$ cat src/rtl/muldiv_pkg.sv
// muldiv_pkg: shared definitions for the iterative multiply/divide unit.
// Holds the operation encodings, the control state enum and the counter
// width helper used to size the iteration counter.
package muldiv_pkg;

  localparam logic [1:0] MD_DIVU  = 2'b00;
  localparam logic [1:0] MD_DIV   = 2'b01;
  localparam logic [1:0] MD_MULTU = 2'b10;
  localparam logic [1:0] MD_MULT  = 2'b11;

  typedef enum logic [2:0] {
    IDLE,
    PREP,
    CALC,
    FIXUP,
    DONE
  } state_t;

  // Bits needed to hold the values 0 .. value-1.
  function automatic int clog2(input int value);
    int r;
    r = 0;
    for (int v = value - 1; v > 0; v = v >> 1) r++;
    return r;
  endfunction

endpackage

$ cat src/rtl/muldiv_step.sv
// muldiv_step: one combinational iteration of the shared shift datapath.
// mode=0: restoring-divide step. The partial remainder is shifted left with
//         shift_in (next dividend bit); the divisor is subtracted if it fits.
//         q_bit is the resulting quotient bit.
// mode=1: shift-add multiply step. shift_in is the current multiplier bit;
//         the multiplicand is added when it is set and the sum is shifted
//         right. q_bit is the bit shifted out of the sum into the low half.
module muldiv_step #(
  parameter int WIDTH = 32
) (
  input  logic [WIDTH-1:0] part,
  input  logic             shift_in,
  input  logic [WIDTH-1:0] opd,
  input  logic             mode,
  output logic [WIDTH-1:0] part_next,
  output logic             q_bit
);

  logic [WIDTH:0] trial;
  logic [WIDTH:0] diff;
  logic [WIDTH:0] sum;

  // Single divide or multiply iteration.
  always_comb begin
    trial     = {part, shift_in};
    diff      = trial - {1'b0, opd};
    sum       = {1'b0, part} + ({(WIDTH+1){shift_in}} & {1'b0, opd});
    part_next = trial[WIDTH-1:0];
    q_bit     = 1'b0;
    if (mode) begin
      part_next = sum[WIDTH:1];
      q_bit     = sum[0];
    end else if (!diff[WIDTH]) begin
      part_next = diff[WIDTH-1:0];
      q_bit     = 1'b1;
    end
  end

endmodule

$ cat src/rtl/muldiv_iter.sv
// muldiv_iter: iterative signed/unsigned divide (and optional multiply).
// One operation per opn handshake, WIDTH iterations on a shared shift
// datapath, result held until the res handshake. Divide by zero returns
// quotient all-ones, remainder = a, and raises div_by_zero.
// Build option: define MULDIV_MUL_EN to enable iterative multiply; without
// it, multiply ops complete immediately with a zero result.
module muldiv_iter
  import muldiv_pkg::*;
#(
  parameter int WIDTH = 32
) (
  input  logic               clk,
  input  logic               rst,
  input  logic               opn_valid,
  output logic               opn_ready,
  input  logic [1:0]         op,
  input  logic [WIDTH-1:0]   a,
  input  logic [WIDTH-1:0]   b,
  input  logic               flush,
  output logic               res_valid,
  input  logic               res_ready,
  output logic [2*WIDTH-1:0] result,
  output logic               div_by_zero,
  output logic               busy
);

  localparam int CW = clog2(WIDTH);

`ifdef MULDIV_MUL_EN
  localparam bit MUL_ON = 1'b1;
`else
  localparam bit MUL_ON = 1'b0;
`endif

  state_t             state;
  state_t             state_next;
  logic [CW-1:0]      cnt;
  logic               sgn_q;
  logic               mul_q;
  logic               neg_q;
  logic               rneg_q;
  logic [2*WIDTH-1:0] acc;
  logic [WIDTH-1:0]   opd;
  logic [WIDTH-1:0]   hi;
  logic [WIDTH-1:0]   lo;
  logic [WIDTH-1:0]   part_next;
  logic [WIDTH-1:0]   lo_next;
  logic               q_bit;
  logic               shift_in;
  logic               accept;
  logic               op_is_mul;
  logic               op_is_sgn;
  logic               skip_mul;
  logic               prep_dbz;
  logic [2*WIDTH-1:0] fix_val;

  // Two's-complement negate when en is set (magnitude / sign restore).
  function automatic logic [WIDTH-1:0] neg_if(input logic [WIDTH-1:0] x, input logic en);
    return en ? (~x + WIDTH'(1)) : x;
  endfunction

  function automatic logic [2*WIDTH-1:0] neg2_if(input logic [2*WIDTH-1:0] x, input logic en);
    return en ? (~x + (2*WIDTH)'(1)) : x;
  endfunction

  assign op_is_mul = (op == MD_MULTU) || (op == MD_MULT);
  assign op_is_sgn = (op == MD_DIV) || (op == MD_MULT);
  assign skip_mul  = op_is_mul && !MUL_ON;
  assign opn_ready = (state == IDLE) && !flush;
  assign accept    = opn_valid && opn_ready;
  assign res_valid = (state == DONE);
  assign busy      = (state != IDLE);

  // Low half holds the dividend / multiplier, high half the partial value.
  assign hi       = acc[2*WIDTH-1:WIDTH];
  assign lo       = acc[WIDTH-1:0];
  assign prep_dbz = !mul_q && (opd == '0);
  assign shift_in = mul_q ? lo[0] : lo[WIDTH-1];
  assign lo_next  = mul_q ? {q_bit, lo[WIDTH-1:1]} : {lo[WIDTH-2:0], q_bit};
  assign fix_val  = mul_q ? neg2_if(acc, neg_q) : {neg_if(hi, rneg_q), neg_if(lo, neg_q)};

  muldiv_step #(
    .WIDTH(WIDTH)
  ) u_step (
    .part      (hi),
    .shift_in  (shift_in),
    .opd       (opd),
    .mode      (mul_q),
    .part_next (part_next),
    .q_bit     (q_bit)
  );

  // Control state register.
  always_ff @(posedge clk or posedge rst) begin
    if (rst) state <= IDLE;
    else     state <= state_next;
  end

  // Next-state logic; flush overrides every transition.
  always_comb begin
    state_next = state;
    case (state)
      IDLE:    if (accept) state_next = skip_mul ? DONE : PREP;
      PREP:    state_next = prep_dbz ? DONE : CALC;
      CALC:    if (cnt == '0) state_next = FIXUP;
      FIXUP:   state_next = DONE;
      DONE:    if (res_ready) state_next = IDLE;
      default: state_next = IDLE;
    endcase
    if (flush) state_next = IDLE;
  end

  // Datapath: operand latch, magnitude prep and the iteration loop.
  always_ff @(posedge clk) begin
    case (state)
      IDLE: begin
        if (accept) begin
          sgn_q <= op_is_sgn;
          mul_q <= op_is_mul && MUL_ON;
          if (op_is_mul) begin
            acc[WIDTH-1:0] <= b;
            opd            <= a;
          end else begin
            acc[WIDTH-1:0] <= a;
            opd            <= b;
          end
        end
      end
      PREP: begin
        acc    <= {{WIDTH{1'b0}}, neg_if(lo, sgn_q && lo[WIDTH-1])};
        opd    <= neg_if(opd, sgn_q && opd[WIDTH-1]);
        neg_q  <= sgn_q && (lo[WIDTH-1] ^ opd[WIDTH-1]);
        rneg_q <= sgn_q && lo[WIDTH-1];
        cnt    <= CW'(WIDTH - 1);
      end
      CALC: begin
        acc <= {part_next, lo_next};
        cnt <= cnt - CW'(1);
      end
      default: ;
    endcase
  end

  // Result register: written only on entry to DONE, held otherwise.
  always_ff @(posedge clk or posedge rst) begin
    if (rst) begin
      result      <= '0;
      div_by_zero <= 1'b0;
    end else if (!flush) begin
      if ((state == IDLE) && accept && skip_mul) begin
        result      <= '0;
        div_by_zero <= 1'b0;
      end else if ((state == PREP) && prep_dbz) begin
        result      <= {lo, {WIDTH{1'b1}}};
        div_by_zero <= 1'b1;
      end else if (state == FIXUP) begin
        result      <= fix_val;
        div_by_zero <= 1'b0;
      end
    end
  end

endmodule

$ cat config.mk
export PLATFORM = sky130hd
export DESIGN_NAME = muldiv_iter
export DESIGN_NICKNAME = d
export VERILOG_FILES = /design/src/rtl/muldiv_pkg.sv /design/src/rtl/muldiv_step.sv /design/src/rtl/muldiv_iter.sv
export SDC_FILE = /design/constraint.sdc
export NUM_CORES = 1
export LEC_CHECK = 0
export BUFFER_PORTS_ARGS = -buffer_cell sky130_fd_sc_hd__clkbuf_2
export CAP_MARGIN = 20
export CORE_ASPECT_RATIO = 1.4
export CORE_MARGIN = 3
export CORE_UTILIZATION = 35
export CTS_BUF_LIST = sky130_fd_sc_hd__clkbuf_4
export DETAILED_ROUTE_END_ITERATION = 10
export PLACE_DENSITY = 0.6
export SYNTH_ARGS = -nofsm -noshare
export SYNTH_HDL_FRONTEND = slang
export SYNTH_SLANG_ARGS = --single-unit
$ cat constraint.sdc
create_clock -name clk -period 9.9 [get_ports clk]
set_clock_uncertainty 0.05 [all_clocks]
set_input_delay 0.495 -clock clk [delete_from_list [all_inputs] [get_ports clk]]
set_output_delay 0.495 -clock clk [all_outputs]
set_load 0.01 [all_outputs]
==> run_results.csv, run 1 <==
group,metric,value,unit
global_routing,grt_pass1_wl,54000,um
cells_and_area,ff_latch_area,4820,um^2
cts,cts_buffers,17,
cts,cts_tree,"built",
outcome,outcome,"finished, violations left",
critical_path,endpoint,"result[2]",
yosys,avgSynthCellArea,8.86,um^2
power_and_ir_drop,comb_power_share,0.368,
critical_path,path_max_fanout,46,
cells_and_area,final_cell_mix,"180 x nand2_1, 171 x o21ai_0, 137 x clkbuf_2, 104 x edfxtp_1, 92 x mux2i_1",
critical_path,critPathTopFamily,"simple AND/OR/NAND/NOR gates",
critical_path,cp_slowest_stage_delay,0.74,ns
placed_design,hpwl,26000,um
power_and_ir_drop,power.switching,980,uW
yosys,synth_area_leaders,"edfxtp_1 26%, dfrtp_1 14%, mux2i_1 7.7%",
critical_path,reg2reg_depth,10,
yosys,synthesis.area,12000,um^2
power_and_ir_drop,sequentialPowerShare,0.456,
yosys,ys_types,62,
floorplan,rows,79,
placed_design,place.gp.congestion,0.892,
sta,tightest_slew,1.12,ns
sta,maxSlewViolCount,0,
power_and_ir_drop,clkPwrFrac,0.176,
critical_path,critPathSlowestCell,"nor2_4",
min_path,hp-class,"in -> async",
floorplan,die_area,36600,um^2
critical_path,cp-startpoint,"opd[5]",
route,routed_via_density,5.35,
critical_path,worst_ep_arrival_time,5.26,ns
route,wl_per_cell,18.2,um
placed_design,io_buffers,138,
route,antenna_left,0,
cells_and_area,multi_input_area,6670,um^2
global_routing,antenna_found_initial,1,
cells_and_area,layout_commonest_cell,"nand2_1",
sta,whs,-0.0000940,ns
global_routing,grt_overflow,0,
power_and_ir_drop,power_density,186,nW/um^2
route,first_pass_iters,7,
global_routing,grt_max_degree,102,
cts,cts-htree-levels,4,
power_and_ir_drop,ir_drop,0.0752,mV
yosys,synth_top_area_frac,0.260,
sta,max_slew_margin,0.255,
yosys,synth-edff-count,104,
critical_path,worst-setup-path-type,"reg -> reg",
floorplan,core,33500,um^2
critical_path,cp.depth,10,
critical_path,regToRegEndpoint,"result[2]",
route,drt-met1-wl,14600,um
route,top_layer_used,"met4",
yosys,async_flop_share,0.395,
yosys,syn_nets,1464,
sta,fin_crit_sh,0.478,
cts,clk_pin_slew,0.15,ns
power_and_ir_drop,p_sw_frac,0.396,
cts,cts_repair_resize_count,0,
route,routed-wl-met3,1460,um
global_routing,grt_util_all_layers,0.187,
power_and_ir_drop,total_power,2480,uW
cts,cts_setup_buffers,0,
outcome,violations,"negative hold slack",
critical_path,endpoint_kind,"register",
sta,finalHoldViolCount,2,
critical_path,cp_cell_sequence,"or4_4 > nor4_4 > nand3_2 > nor4_4 > nand2_2 > or4_4 > nor2_4 > buf_4 > o21ai_0 > o21ai_0",
route,totalWireLength,34500,um
critical_path,critPathBufInv,1,
cts,clkSinkCount,172,
floorplan,start_util,0.359,
critical_path,startpoint_type,"register",
route,drtIter0Drc,714,
yosys,synth_top_area_cell,"edfxtp_1",
power_and_ir_drop,p_int,1500,uW
sta,period_needed,4.73,ns
cells_and_area,fin_nets,1541,
sta,max_clock_freq,211,MHz
yosys,synth_seq_cells,172,
power_and_ir_drop,leakage,0.00550,uW
sta,rsz0062_at_grt,"false",
cts,cts_root_buffer,"clkbuf_4",
yosys,netlist_instances,1356,
sta,setup_viol,0,
global_routing,grt_pass1_vias,9825,
yosys,ys_warn_count,0,
cells_and_area,nFillCells,3378,
yosys,ys.flop_type,"edfxtp_1",
cells_and_area,area_growth,11.0,%
critical_path,worst_ep_required_time,10.42,ns
critical_path,regToRegSetupSlack,5.17,ns
floorplan,pin_count,139,
floorplan,die_y,225,um
yosys,yosysSeqAreaShare,0.402,
route,drc,0,
route,wl_met2,17500,um
route,vias,10100,
sta,final.setup.tns,0,ns
cts,cts_buffer_depth,2,
floorplan,die_w,163,um
critical_path,r2r_start,"opd[5]",
flow_run,drv_cap,0,
cells_and_area,layout-drive-gt1-share,0.141,
cts,clock_latency,0.65,ns
==> power by group through the flow <==
stage,registers (uW),logic [uW],clock network (uW)
2_1_floorplan,1130,589,0
3_3_place_gp,1150,901,0
3_5_place_dp,1150,915,0
4_1_cts,1130,918,447
5_1_grt,1160,1020,473
6_report,1130,911,437
==> metal layers <==
layer	GRT usage	up-vias
li1	-	5012
met1	0.236	4817
met2	0.329	259
met3	0.0230	41
met4	0.0683	0
met5	0	-
==> flip-flops by register name (all words and copies together), names as in the netlist <==
register,count
cnt,5
opd,32
acc,64
neg_q,1
div_by_zero,1
result,64
state,3
sgn_q,1
rneg_q,1
==> cells in the mapped netlist, types with 7 or more instances <==
library cell / n
o31ai_1: 14
inv_1: 50
o21ai_0: 171
o21a_1: 7
nor4_1: 13
nor3_1: 54
nand2b_1: 22
nand3_1: 21
o41ai_1: 9
a21o_1: 9
nand4_1: 7
or3_1: 16
dfrtp_1: 68
edfxtp_1: 104
clkbuf_1: 70
a21oi_1: 78
xor2_1: 46
nand2_1: 181
buf_1: 10
nor2_1: 76
mux2i_1: 92
xnor2_1: 85
buf_2: 11
o221ai_1: 26
ha_1: 36
==> stage by stage <==
step / cell area [um^2] / hold slack [ns] / cells / utilization / setup WS (ns)
finish: 13300 / -0.0000940 / 1892 / 0.398 / 5.17
detailed placement: 13000 / 0.420 / 1857 / 0.388 / 5.23
floorplan: 12000 / 0.466 / 1356 / - / 6.00
CTS: 13300 / 0.0177 / 1890 / 0.397 / 5.19
global route: 13300 / 0.0504 / 1892 / 0.398 / 4.86
global placement: 13000 / 0.413 / 1857 / 0.388 / 5.37
==> tightest hold or removal path: stages <==
cell and delay (ns):
clkbuf_2 0.08, inv_2 0.03, buf_4 0.66
==> logic make-up after synthesis <==
| family | synth area share |
|---|---|
| AO/OA/AOI/OAI | 0.172 |
| flip-flops | 0.402 |
| multiplexers | 0.0767 |
| XOR/XNOR | 0.0955 |
| AND/OR/NAND/NOR | 0.170 |
| buffers and inverters | 0.0455 |
| adder cells (fa/ha/maj) | 0.0392 |
==> worst min-delay path by stage <==
| stage | startpoint | to | slack [ns] | cells past startpoint |
|---|---|---|---|---|
| after detailed placement | result[0] | result[0] | 0.42 | 2 |
| after global routing | flush | state[1] | 0.05 | 2 |
| after global placement | result[15] | result[15] | 0.41 | 2 |
| final | rst | result[63] | -0.00009 | 3 |
| after floorplan | div_by_zero | div_by_zero | 0.47 | 2 |
| after CTS | rst | result[63] | 0.02 | 3 |
==> repair_timing <==
| action | CTS | global route |
|---|---|---|
| endpoints found under the hold margin | 1 | 0 |
| hold buffers | 1 | 0 |
| setup endpoints to repair | 0 | 0 |
==> layout make-up <==
type	count	area share
clock inverters	15	0.0118
diodes	1	0.000188
multi-input cells	1042	0.501
clock buffers	17	0.00957
inverters	51	0.0144
flip-flops and latches	172	0.362
repair buffers	149	0.0599
well taps	445	0.0418
Power figures use the tool's default switching activity.
==> inputs of run 2 (changes only) <==
--- a/config.mk
+++ b/config.mk
@@ -5,6 +5,7 @@
 export SDC_FILE = /design/constraint.sdc
 export NUM_CORES = 1
 export LEC_CHECK = 0
+export ABC_AREA = 1
 export BUFFER_PORTS_ARGS = -buffer_cell sky130_fd_sc_hd__clkbuf_2
 export CAP_MARGIN = 20
 export CORE_ASPECT_RATIO = 1.4
@@ -12,7 +13,7 @@
 export CORE_UTILIZATION = 35
 export CTS_BUF_LIST = sky130_fd_sc_hd__clkbuf_4
 export DETAILED_ROUTE_END_ITERATION = 10
-export PLACE_DENSITY = 0.6
+export PLACE_DENSITY = 0.62
 export SYNTH_ARGS = -nofsm -noshare
 export SYNTH_HDL_FRONTEND = slang
 export SYNTH_SLANG_ARGS = --single-unit
==> constraint.sdc (replaced) <==
create_clock -name clk -period 3.8 [get_ports clk]
set_clock_uncertainty 0.05 [all_clocks]
set_input_delay 0.19 -clock clk [delete_from_list [all_inputs] [get_ports clk]]
set_output_delay 0.19 -clock clk [all_outputs]
set_load 0.01 [all_outputs]
==> run_results.csv, run 2 <==
group,metric,value,unit
route,first_pass_iters,6,
critical_path,regToRegSetupSlack,0.69,ns
route,drc,0,
route,totalWireLength,53100,um
cells_and_area,final_cell_mix,"787 x nand2_1, 315 x inv_1, 231 x nor2_1, 200 x nand3_1, 137 x clkbuf_2",
floorplan,pin_count,139,
yosys,synth_commonest_cells,"788 x nand2_1, 316 x inv_1, 232 x nor2_1",
cells_and_area,top_regs,"acc x64, result x64, opd x32",
power_and_ir_drop,sequentialPowerShare,0.395,
cells_and_area,nFillCells,4273,
floorplan,start_util,0.357,
cells_and_area,layout_commonest_cell,"nand2_1",
yosys,synth_area_leaders,"edfxtp_1 22%, nand2_1 21%, dfrtp_1 12%",
global_routing,grt_max_degree,95,
outcome,outcome,"completed",
global_routing,grt_overflow,0,
yosys,ys_warn_count,0,
cts,clock_latency,0.66,ns
critical_path,reg2reg_depth,11,
power_and_ir_drop,p_sw_frac,0.452,
cells_and_area,fin_nets,2474,
route,routed_via_density,5.09,
cts,cts_setup_buffers,0,
critical_path,worst-setup-path-type,"reg -> reg",
yosys,synth_top_area_cell,"edfxtp_1",
sta,max_slew_margin,0.299,
cts,cts_buffer_depth,2,
sta,period_needed,3.11,ns
cells_and_area,area_growth,15.9,%
placed_design,io_buffers,138,
cts,cts-htree-levels,4,
cts,postCtsHoldBufs,77,
sta,finalHoldViolCount,0,
yosys,synth_most_common_cell,"nand2_1",
critical_path,cp_cell_sequence,"inv_1 > ha_1 > nand3_1 > nor2_1 > nand3b_1 > nor2_4 > nand4_2 > buf_4 > o21ai_0 > nand2_1 > nand2_1",
power_and_ir_drop,ir_drop,0.199,mV
power_and_ir_drop,p_int,4100,uW
sta,rsz0062_at_grt,"false",
floorplan,rows,86,
critical_path,endpoint_kind,"register",
global_routing,grt_util_met2,0.416,
power_and_ir_drop,power.switching,3390,uW
yosys,yosysSeqAreaShare,0.341,
cts,cts_repair_resize_count,0,
route,antenna_left,0,
global_routing,grt.busiest_layer,"met2",
global_routing,met1_usage,0.294,
critical_path,cp_slowest_stage_delay,0.53,ns
yosys,avgSynthCellArea,6.48,um^2
sta,fin_crit_sh,0.818,
placed_design,hpwl,41900,um
yosys,netlist_instances,2182,
placed_design,dp.cells,2798,
yosys,ys_types,47,
critical_path,critPathSlowestCell,"nand4_2",
critical_path,worst_ep_arrival_time,3.64,ns
floorplan,die_y,244,um
cts,clk_pin_slew,0.16,ns
sta,max_clock_freq,322,MHz
placed_design,place.gp.congestion,0.985,
critical_path,crit_top_cell,"nand2_1",
critical_path,r2r_start,"opd[1]",
yosys,synth_top_area_frac,0.221,
route,drtIter0Drc,1365,
yosys,synth_seq_cells,172,
yosys,synth-edff-count,104,
global_routing,grt_pass1_wl,79900,um
cells_and_area,stdcell_count,2909,
critical_path,path_max_fanout,19,
sta,maxSlewViolCount,0,
min_path,min_from,"b[28]",
power_and_ir_drop,clkPwrFrac,0.153,
yosys,synthesis.area,14100,um^2
route,wl_per_cell,18.3,um
sta,setup_viol,0,
sta,whs,0.0355,ns
power_and_ir_drop,comb_power_share,0.451,
floorplan,core,39600,um^2
min_path,hold_depth,5,
cts,cts_tree,"built",
floorplan,die_area,42900,um^2
yosys,ys.flop_type,"edfxtp_1",
floorplan,die_w,176,um
global_routing,grt_util_all_layers,0.242,
yosys,syn_nets,2290,
global_routing,met3_usage,0.0246,
sta,tightest_slew,1.05,ns
global_routing,grt_pass1_vias,13900,
cts,clkSinkCount,172,
sta,final.setup.tns,0,ns
power_and_ir_drop,power_density,457,nW/um^2
cts,cts_buffers,17,
cts,cts_root_buffer,"clkbuf_4",
critical_path,startpoint_type,"register",
route,vias,14800,
yosys,async_flop_share,0.395,
min_path,hold_end,"opd[28]",
min_path,hp-class,"in -> reg",
flow_run,drv_cap,0,
cells_and_area,layout-drive-gt1-share,0.0988,
critical_path,worst_ep_required_time,4.33,ns
critical_path,regToRegEndpoint,"result[39]",
power_and_ir_drop,leakage,0.00842,uW
cells_and_area,utilization,0.413,
global_routing,antenna_found_initial,1,
[run 2: changes by cell type after synthesis, sizes merged, moves of 71 or more]
cell / previous run / this run
nor2: 77 / 243
mux2i: 92 / 0
inv: 50 / 323
nand3: 22 / 204
nand2: 182 / 799
o21ai: 174 / 103
xnor2: 85 / 1
[run 2: cells by family after synthesis]
logic type	after synthesis	share of synthesized area
flip-flops	172	0.341
buffers and inverters	393	0.111
AO/OA/AOI/OAI	233	0.101
XOR/XNOR	50	0.0310
AND/OR/NAND/NOR	1297	0.382
adder cells (fa/ha/maj)	37	0.0333
[run 2: per-layer routing]
layer  wire [um]  vias to the layer above
met5           0                        -
met4        3100                        0
met3        2270                      129
met2       26000                      498
met1       21800                     6829
li1            -                     7359
[run 2: worst max-delay path by stage]
stage / start / end / slack, ns / cells after the start
after floorplan: state[2] / opd[10] / 0.67 / 6
after global placement: opd[1] / result[39] / 0.84 / 11
after detailed placement: opd[1] / result[39] / 0.77 / 11
after CTS: opd[1] / result[39] / 0.70 / 11
after global routing: acc[31] / acc[46] / 0.44 / 15
final: opd[1] / result[39] / 0.69 / 11
[run 2: critical path: cells and delay by family, from the launching register on]
family                     cells  cell delay (ns)
adders and majority gates      1             0.23
DFF                            1             0.42
and+or+nand+nor                7             1.38
AOI/OAI and AO/OA              1             0.33
buffers and inverters          2             0.61
[run 2: metrics by stage]
step | area, um^2 | setup slack [ns] | total power [uW]
4_1_cts | 16400 | 0.701 | 7490
5_1_grt | 16400 | 0.438 | 8020
6_report | 16400 | 0.691 | 7490
2_1_floorplan | 14100 | 0.674 | 5020
3_3_place_gp | 15300 | 0.839 | 6230
3_5_place_dp | 15300 | 0.766 | 6250
[run 2: area by class of cell]
type / count / area (um^2) / area share
Multi-Input combinational cell: 1617 / 7760 / 0.474
Inverter: 323 / 1210 / 0.0742
Clock buffer: 19 / 143 / 0.00871
Sequential cell: 172 / 4820 / 0.295
Tap cell: 528 / 661 / 0.0403
Antenna cell: 2 / 5.00 / 0.000306
Timing Repair Buffer: 235 / 1620 / 0.0992
Clock inverter: 13 / 139 / 0.00848
[run 2: power by group through the flow]
stage                     Combinational, uW  Sequential, uW  Clock [uW]
after floorplan                        2020            3000           0
after global placement                 3250            2990           0
after detailed placement               3260            2990           0
after CTS                              3360            2950        1170
after global routing                   3770            3020        1240
final                                  3380            2960        1150
